<file path="src/rtl/pipeline_seq_ctrl.sv">
// Sequencing controller for the 5-stage pipeline: load-use bubbles, taken-branch
// redirect, fixed data-memory wait states and a saturating stall-cycle counter.
module pipeline_seq_ctrl #(
    parameter int unsigned MEM_WAIT = 2,
    parameter int unsigned CNT_W    = 16
) (
    input  logic             CLK,
    input  logic             CLR,
    input  logic             ex_load,
    input  logic [3:0]       ex_rd,
    input  logic [3:0]       id_rn,
    input  logic [3:0]       id_rm,
    input  logic             id_rn_used,
    input  logic             id_rm_used,
    input  logic             branch_taken,
    input  logic             mem_access,
    output logic             pc_ld,
    output logic             ifid_ld,
    output logic             pipe_ld,
    output logic             cu_nop_sel,
    output logic             ifid_clr,
    output logic             pc_sel,
    output logic             mem_ready,
    output logic [CNT_W-1:0] stall_cycles
);

    typedef enum logic [1:0] {S_RUN, S_WAIT, S_DONE} state_t;

    localparam logic       NO_WAIT   = (MEM_WAIT == 0);
    localparam logic [3:0] WAIT_INIT = 4'(MEM_WAIT - 1);

    state_t     state, state_nxt;
    logic [3:0] wcnt, wcnt_nxt;
    logic       hazard;

    assign hazard = ex_load & ((id_rn_used & (id_rn == ex_rd)) |
                               (id_rm_used & (id_rm == ex_rd)));

    // State, wait counter and saturating stall counter
    always_ff @(posedge CLK) begin
        if (CLR) begin
            state        <= S_RUN;
            wcnt         <= '0;
            stall_cycles <= '0;
        end else begin
            state <= state_nxt;
            wcnt  <= wcnt_nxt;
            if (!pc_ld && (stall_cycles != '1))
                stall_cycles <= stall_cycles + CNT_W'(1);
        end
    end

    // Next state and combinational pipeline controls
    always_comb begin
        state_nxt  = state;
        wcnt_nxt   = wcnt;
        pc_ld      = 1'b1;
        ifid_ld    = 1'b1;
        pipe_ld    = 1'b1;
        cu_nop_sel = 1'b0;
        ifid_clr   = 1'b0;
        pc_sel     = 1'b0;
        mem_ready  = 1'b0;

        if (state == S_WAIT) begin
            pc_ld   = 1'b0;
            ifid_ld = 1'b0;
            pipe_ld = 1'b0;
            // wcnt holds the WAIT cycles still owed, including this one
            if (wcnt <= 4'd1) begin
                state_nxt = S_DONE;
                wcnt_nxt  = '0;
            end else begin
                wcnt_nxt = wcnt - 4'd1;
            end
        end else if ((state == S_RUN) && !NO_WAIT && mem_access) begin
            // The access cycle itself is the first of MEM_WAIT stall cycles
            pc_ld     = 1'b0;
            ifid_ld   = 1'b0;
            pipe_ld   = 1'b0;
            state_nxt = (WAIT_INIT == 4'd0) ? S_DONE : S_WAIT;
            wcnt_nxt  = WAIT_INIT;
        end else begin
            if (state == S_DONE) begin
                mem_ready = 1'b1;
                state_nxt = S_RUN;
            end else begin
                mem_ready = NO_WAIT & mem_access;
            end
            if (hazard) begin
                pc_ld      = 1'b0;
                ifid_ld    = 1'b0;
                cu_nop_sel = 1'b1;
            end else if (branch_taken) begin
                pc_sel   = 1'b1;
                ifid_clr = 1'b1;
            end
        end

        if (CLR) begin
            pc_ld      = 1'b0;
            ifid_ld    = 1'b0;
            pipe_ld    = 1'b0;
            cu_nop_sel = 1'b1;
            ifid_clr   = 1'b1;
            pc_sel     = 1'b0;
            mem_ready  = 1'b0;
        end
    end

endmodule
</file>
<file path="config.mk">
export PLATFORM = sky130hd
export DESIGN_NAME = pipeline_seq_ctrl
export DESIGN_NICKNAME = d
export VERILOG_FILES = /design/src/rtl/pipeline_seq_ctrl.sv
export SDC_FILE = /design/constraint.sdc
export NUM_CORES = 1
export LEC_CHECK = 0
export ABC_AREA = 0
export CORE_UTILIZATION = 30
export DETAILED_ROUTE_END_ITERATION = 12
export PLACE_DENSITY_LB_ADDON = 0.2
export SLEW_MARGIN = 20
export SYNTH_ARGS = -nofsm -noshare
export SYNTH_HDL_FRONTEND = slang
export SYNTH_SLANG_ARGS = --single-unit
</file>
<file path="constraint.sdc">
create_clock -name CLK -period 1.93 [get_ports CLK]
set_input_delay 0.386 -clock CLK [delete_from_list [all_inputs] [get_ports CLK]]
set_output_delay 0.386 -clock CLK [all_outputs]
set_load 0.01 [all_outputs]
</file>
==> summary.txt <==
Logic synthesis
  • Seq/Total Area, Yosys: between 30% and 40%
  • Mux share of post-synthesis cell area: 3.41%
  • Yosys cell types: 39
  • EDFF count, synth: 0
  • Yosys warning count: 0
  • Prevailing post-synth register cell: dfxtp_1
  • Mapped Nets: 178
  • Synth Register Bits: 22
  • Syn Area/Cell: 8.22 um2
  • Mapped Area: 1280 um2
  • Synth Area in Compound Gates: 17.2%
  • Share of flip-flops with an asynchronous set or reset: 0%
  • Main combinational cell family by area after synthesis: simple AND/OR/NAND/NOR gates
  • Gate count after technology mapping: 156
  • Post-Synth Simple-Gate Area: 30.2%
  • XOR/XNOR Fraction of Synth Area: 6.15%
  • Synth Area in Adders: 2.93%

Min path
  • Worst hold path type: flip-flop to flip-flop

Drt
  • First-pass iteration count of the detailed router: 4
  • Vias/cell: between 5 and 6
  • Drt drc: 0
  • DRT Wirelength: 3.81 mm
  • Iteration-0 DRC Markers: 65
  • Vias: 1406
  • Final ANT Viol Nets: 0
  • Wire per inst: ~14 um

Timing
  • Hold slack: roughly 500 ps
  • Max Slew Vio Count: 0
  • Crit path time final: 1930 ps
  • F_max: between 500 and 600 MHz
  • Final hold viol count: 0
  • Worst-margin pin slew: approximately 470 ps
  • Clk_skew: 6.97 ps
  • Final setup fails: 0
  • Unrepaired setup endpoints after global routing: yes
  • Tcrit/Tclk final: between 90% and 100%
  • Final TNS setup: 0 ps
  • Slew headroom: 68.3%

Finish
  • Final nets: 248
  • Fillers: between 300 and 400
  • Post-Layout Cell Count: 275
  • Share of cells above drive strength 1: 35.1%
  • Fin area: 2080 um2
  • Diode count: 0
  • Area grow syn2layout: 62.5%

Die
  • Die Y: just under 70 um
  • Num rows: 23
  • Starting Density: 31.6%
  • Boundary Pins: 42
  • Die span in x: 67.4 um
  • CORE AREA: 4060 um2
  • Die ar.: around 4500 um2

Clock network
  • Root Driver: clkbuf_8
  • Hold-fix buffers at CTS: 0
  • Clock sink count: 22
  • Max clock buf depth: 2
  • Clock-pin transition on the worst setup and hold timing paths: 80 ps
  • CTS buffer count: 3
  • TritonCTS clock tree: yes
  • Max H-tree Level: 1
  • Clock Latency Late Sink: 270 ps

Critical path
  • Kind of critical path: primary input to flip-flop
  • Setup crit end kind: flip-flop
  • Slowest stage cell, crit path: or4_4
  • Worst EP arrival: 2130 ps
  • Critical-path cell list: clkdlybuf4s15_1 -> xor2_1 -> nor3_1 -> nand4_1 -> and3_4 -> buf_6 -> buf_6 -> or4_4 -> a21oi_2
  • CP top delay family: simple AND/OR/NAND/NOR gates
  • CP required: 2140 ps
  • Buffer and inverter count on the worst path: 3
  • Critical-path maximum fanout: 7
  • Crit start category: primary input
  • Cell mode on critical path: buf_6
  • CP peak stage delay: 510 ps

Global routing
  • Largest net degree at the start of global routing: 25
  • Gr ovfl total: 0
  • Met3 GRT Util: around 4%
  • GRT busiest layer: met2
  • Antenna violations before repair: 0
  • Met2 GRT Util: 32.8%
  • Vias in the first global route: 1477
  • All-Layer GR Usage: between 15 and 20%
  • First-pass GRT wire length: 6.13 mm
  • Met1 usage: 18.8%

Place
  • Area post-placement: 1920 um2
  • Post-detail-place hpwl: 2.76 mm
  • Routability cong.: 0.862
  • Port Buffer Count: 41
  • DP Cell Count: 266

Power and ir drop
  • P_leak: 0.825 nW
  • Worst IR Drop VDD: 0.437 mV
  • Tot Pwr: 1.19 mW
  • Power Density: 571 nW/um2

Run
  • Max Cap Viol: 0

Status
  • Outcome: complete, no violations
==> through the flow <==
step	util (%)	setup WS, ps
CTS	49.5	-2.38
global placement	47.4	-549
global route	51.4	-37.6
detailed placement	47.4	-607
finish	51.4	4.02
floorplan	-	12.6
==> worst reg2reg max path, cell delays in order, from the launching register on <==
cell     delay [ps]
dfxtp_2         330
ha_2            200
and3_4          190
and4_4          210
or2_4           270
or4_4           480
a21oi_2         130
==> metal layers <==
layer | share of wire [%] | wire (um) | vias up
met5 | 0 | 0 | -
met4 | 1.3 | 51 | 0
met3 | 3.2 | 120 | 7
met2 | 55 | 2110 | 28
met1 | 40 | 1530 | 666
li1 | - | - | 705
==> layout make-up <==
cell class	count	area (um2)	share of cell area (%)
Clock buffer	4	55.1	2.64
Multi-Input combinational cell	121	866	41.5
Sequential cell	22	442	21.2
Inverter	5	18.8	0.900
Timing Repair Buffer	73	641	30.7
Tap cell	50	62.6	3.00
==> Yosys cell counts (3+ instances only) <==
cell      count  area, um2
o31ai_1       8       60.1
mux2_2        3       33.8
clkbuf_1      4       15.0
or4_1         7       52.6
o21ai_0       7       35.0
ha_1          3       37.5
or3_1         6       37.5
inv_1         5       18.8
nand3_1       8       40.0
nor2b_1       3       18.8
nand2_1       8       30.0
and3_1        3       18.8
nand4_1       4       25.0
xnor2_1       3       26.3
a21oi_1      14       70.1
nor2_1       11       41.3
dfxtp_1      22        440
nor3_1        6       30.0
xor2_1        6       52.6
==> flip-flops by register name (all words and copies together) (netlist names) <==
name,flops
wcnt,4
state,2
stall_cycles,16
==> kinds of logic (layout without fill, tap and decap cells) <==
logic type	after synthesis	after routing
and+or+nand+nor	68	69
xor gates and xnor gates	9	9
AOI/OAI and AO/OA	36	36
buffers and inverters	14	82
adders and majority gates	3	3
muxes	4	4
DFF	22	22
==> layout by cell type, fill, tap and decap left out, types with 4 or more instances in the layout <==
| master | netlist | final |
|---|---|---|
| a21oi_1 | 14 | 10 |
| a21oi_2 | 0 | 4 |
| buf_4 | 1 | 26 |
| buf_6 | 2 | 10 |
| clkbuf_2 | 0 | 7 |
| clkbuf_8 | 0 | 4 |
| clkdlybuf4s50_1 | 0 | 18 |
| dfxtp_1 | 22 | 21 |
| dlygate4sd2_1 | 0 | 5 |
| inv_1 | 5 | 5 |
| nand2_1 | 8 | 7 |
| nand3_1 | 8 | 8 |
| nand4_1 | 4 | 4 |
| nor2_1 | 11 | 11 |
| nor3_1 | 6 | 4 |
| o21ai_0 | 7 | 7 |
| o31ai_1 | 8 | 8 |
| or3_1 | 6 | 5 |
| or4_1 | 7 | 4 |
| xor2_1 | 6 | 4 |
==> power by group <==
| group | leakage [nW] | switching, mW | internal [mW] | total, mW |
|---|---|---|---|---|
| logic | 0.617 | 0.161 | 0.195 | 0.356 |
| clock network | 0.0288 | 0.155 | 0.182 | 0.337 |
| registers | 0.179 | 0.0188 | 0.480 | 0.499 |
| total | 0.825 | 0.335 | 0.857 | 1.19 |
==> final timing paths <==
| path | start | endpoint | slack (ps) | depth (start not counted) |
|---|---|---|---|---|
| min | wcnt[1] | wcnt[1] | 500 | 1 |
| max reg2reg | stall_cycles[0] | stall_cycles[15] | 70 | 6 |
| min reg2reg | wcnt[1] | wcnt[1] | 500 | 1 |
| max | id_rn[1] | stall_cycles[15] | 4 | 9 |
==> timing repair <==
action	in CTS	in global routing
gates resized for setup	46	42
setup endpoints to repair	22	18
buffers inserted	4	0
pin swaps	21	17
gates cloned	0	1
No activity file was read; power rests on OpenSTA's default activity.
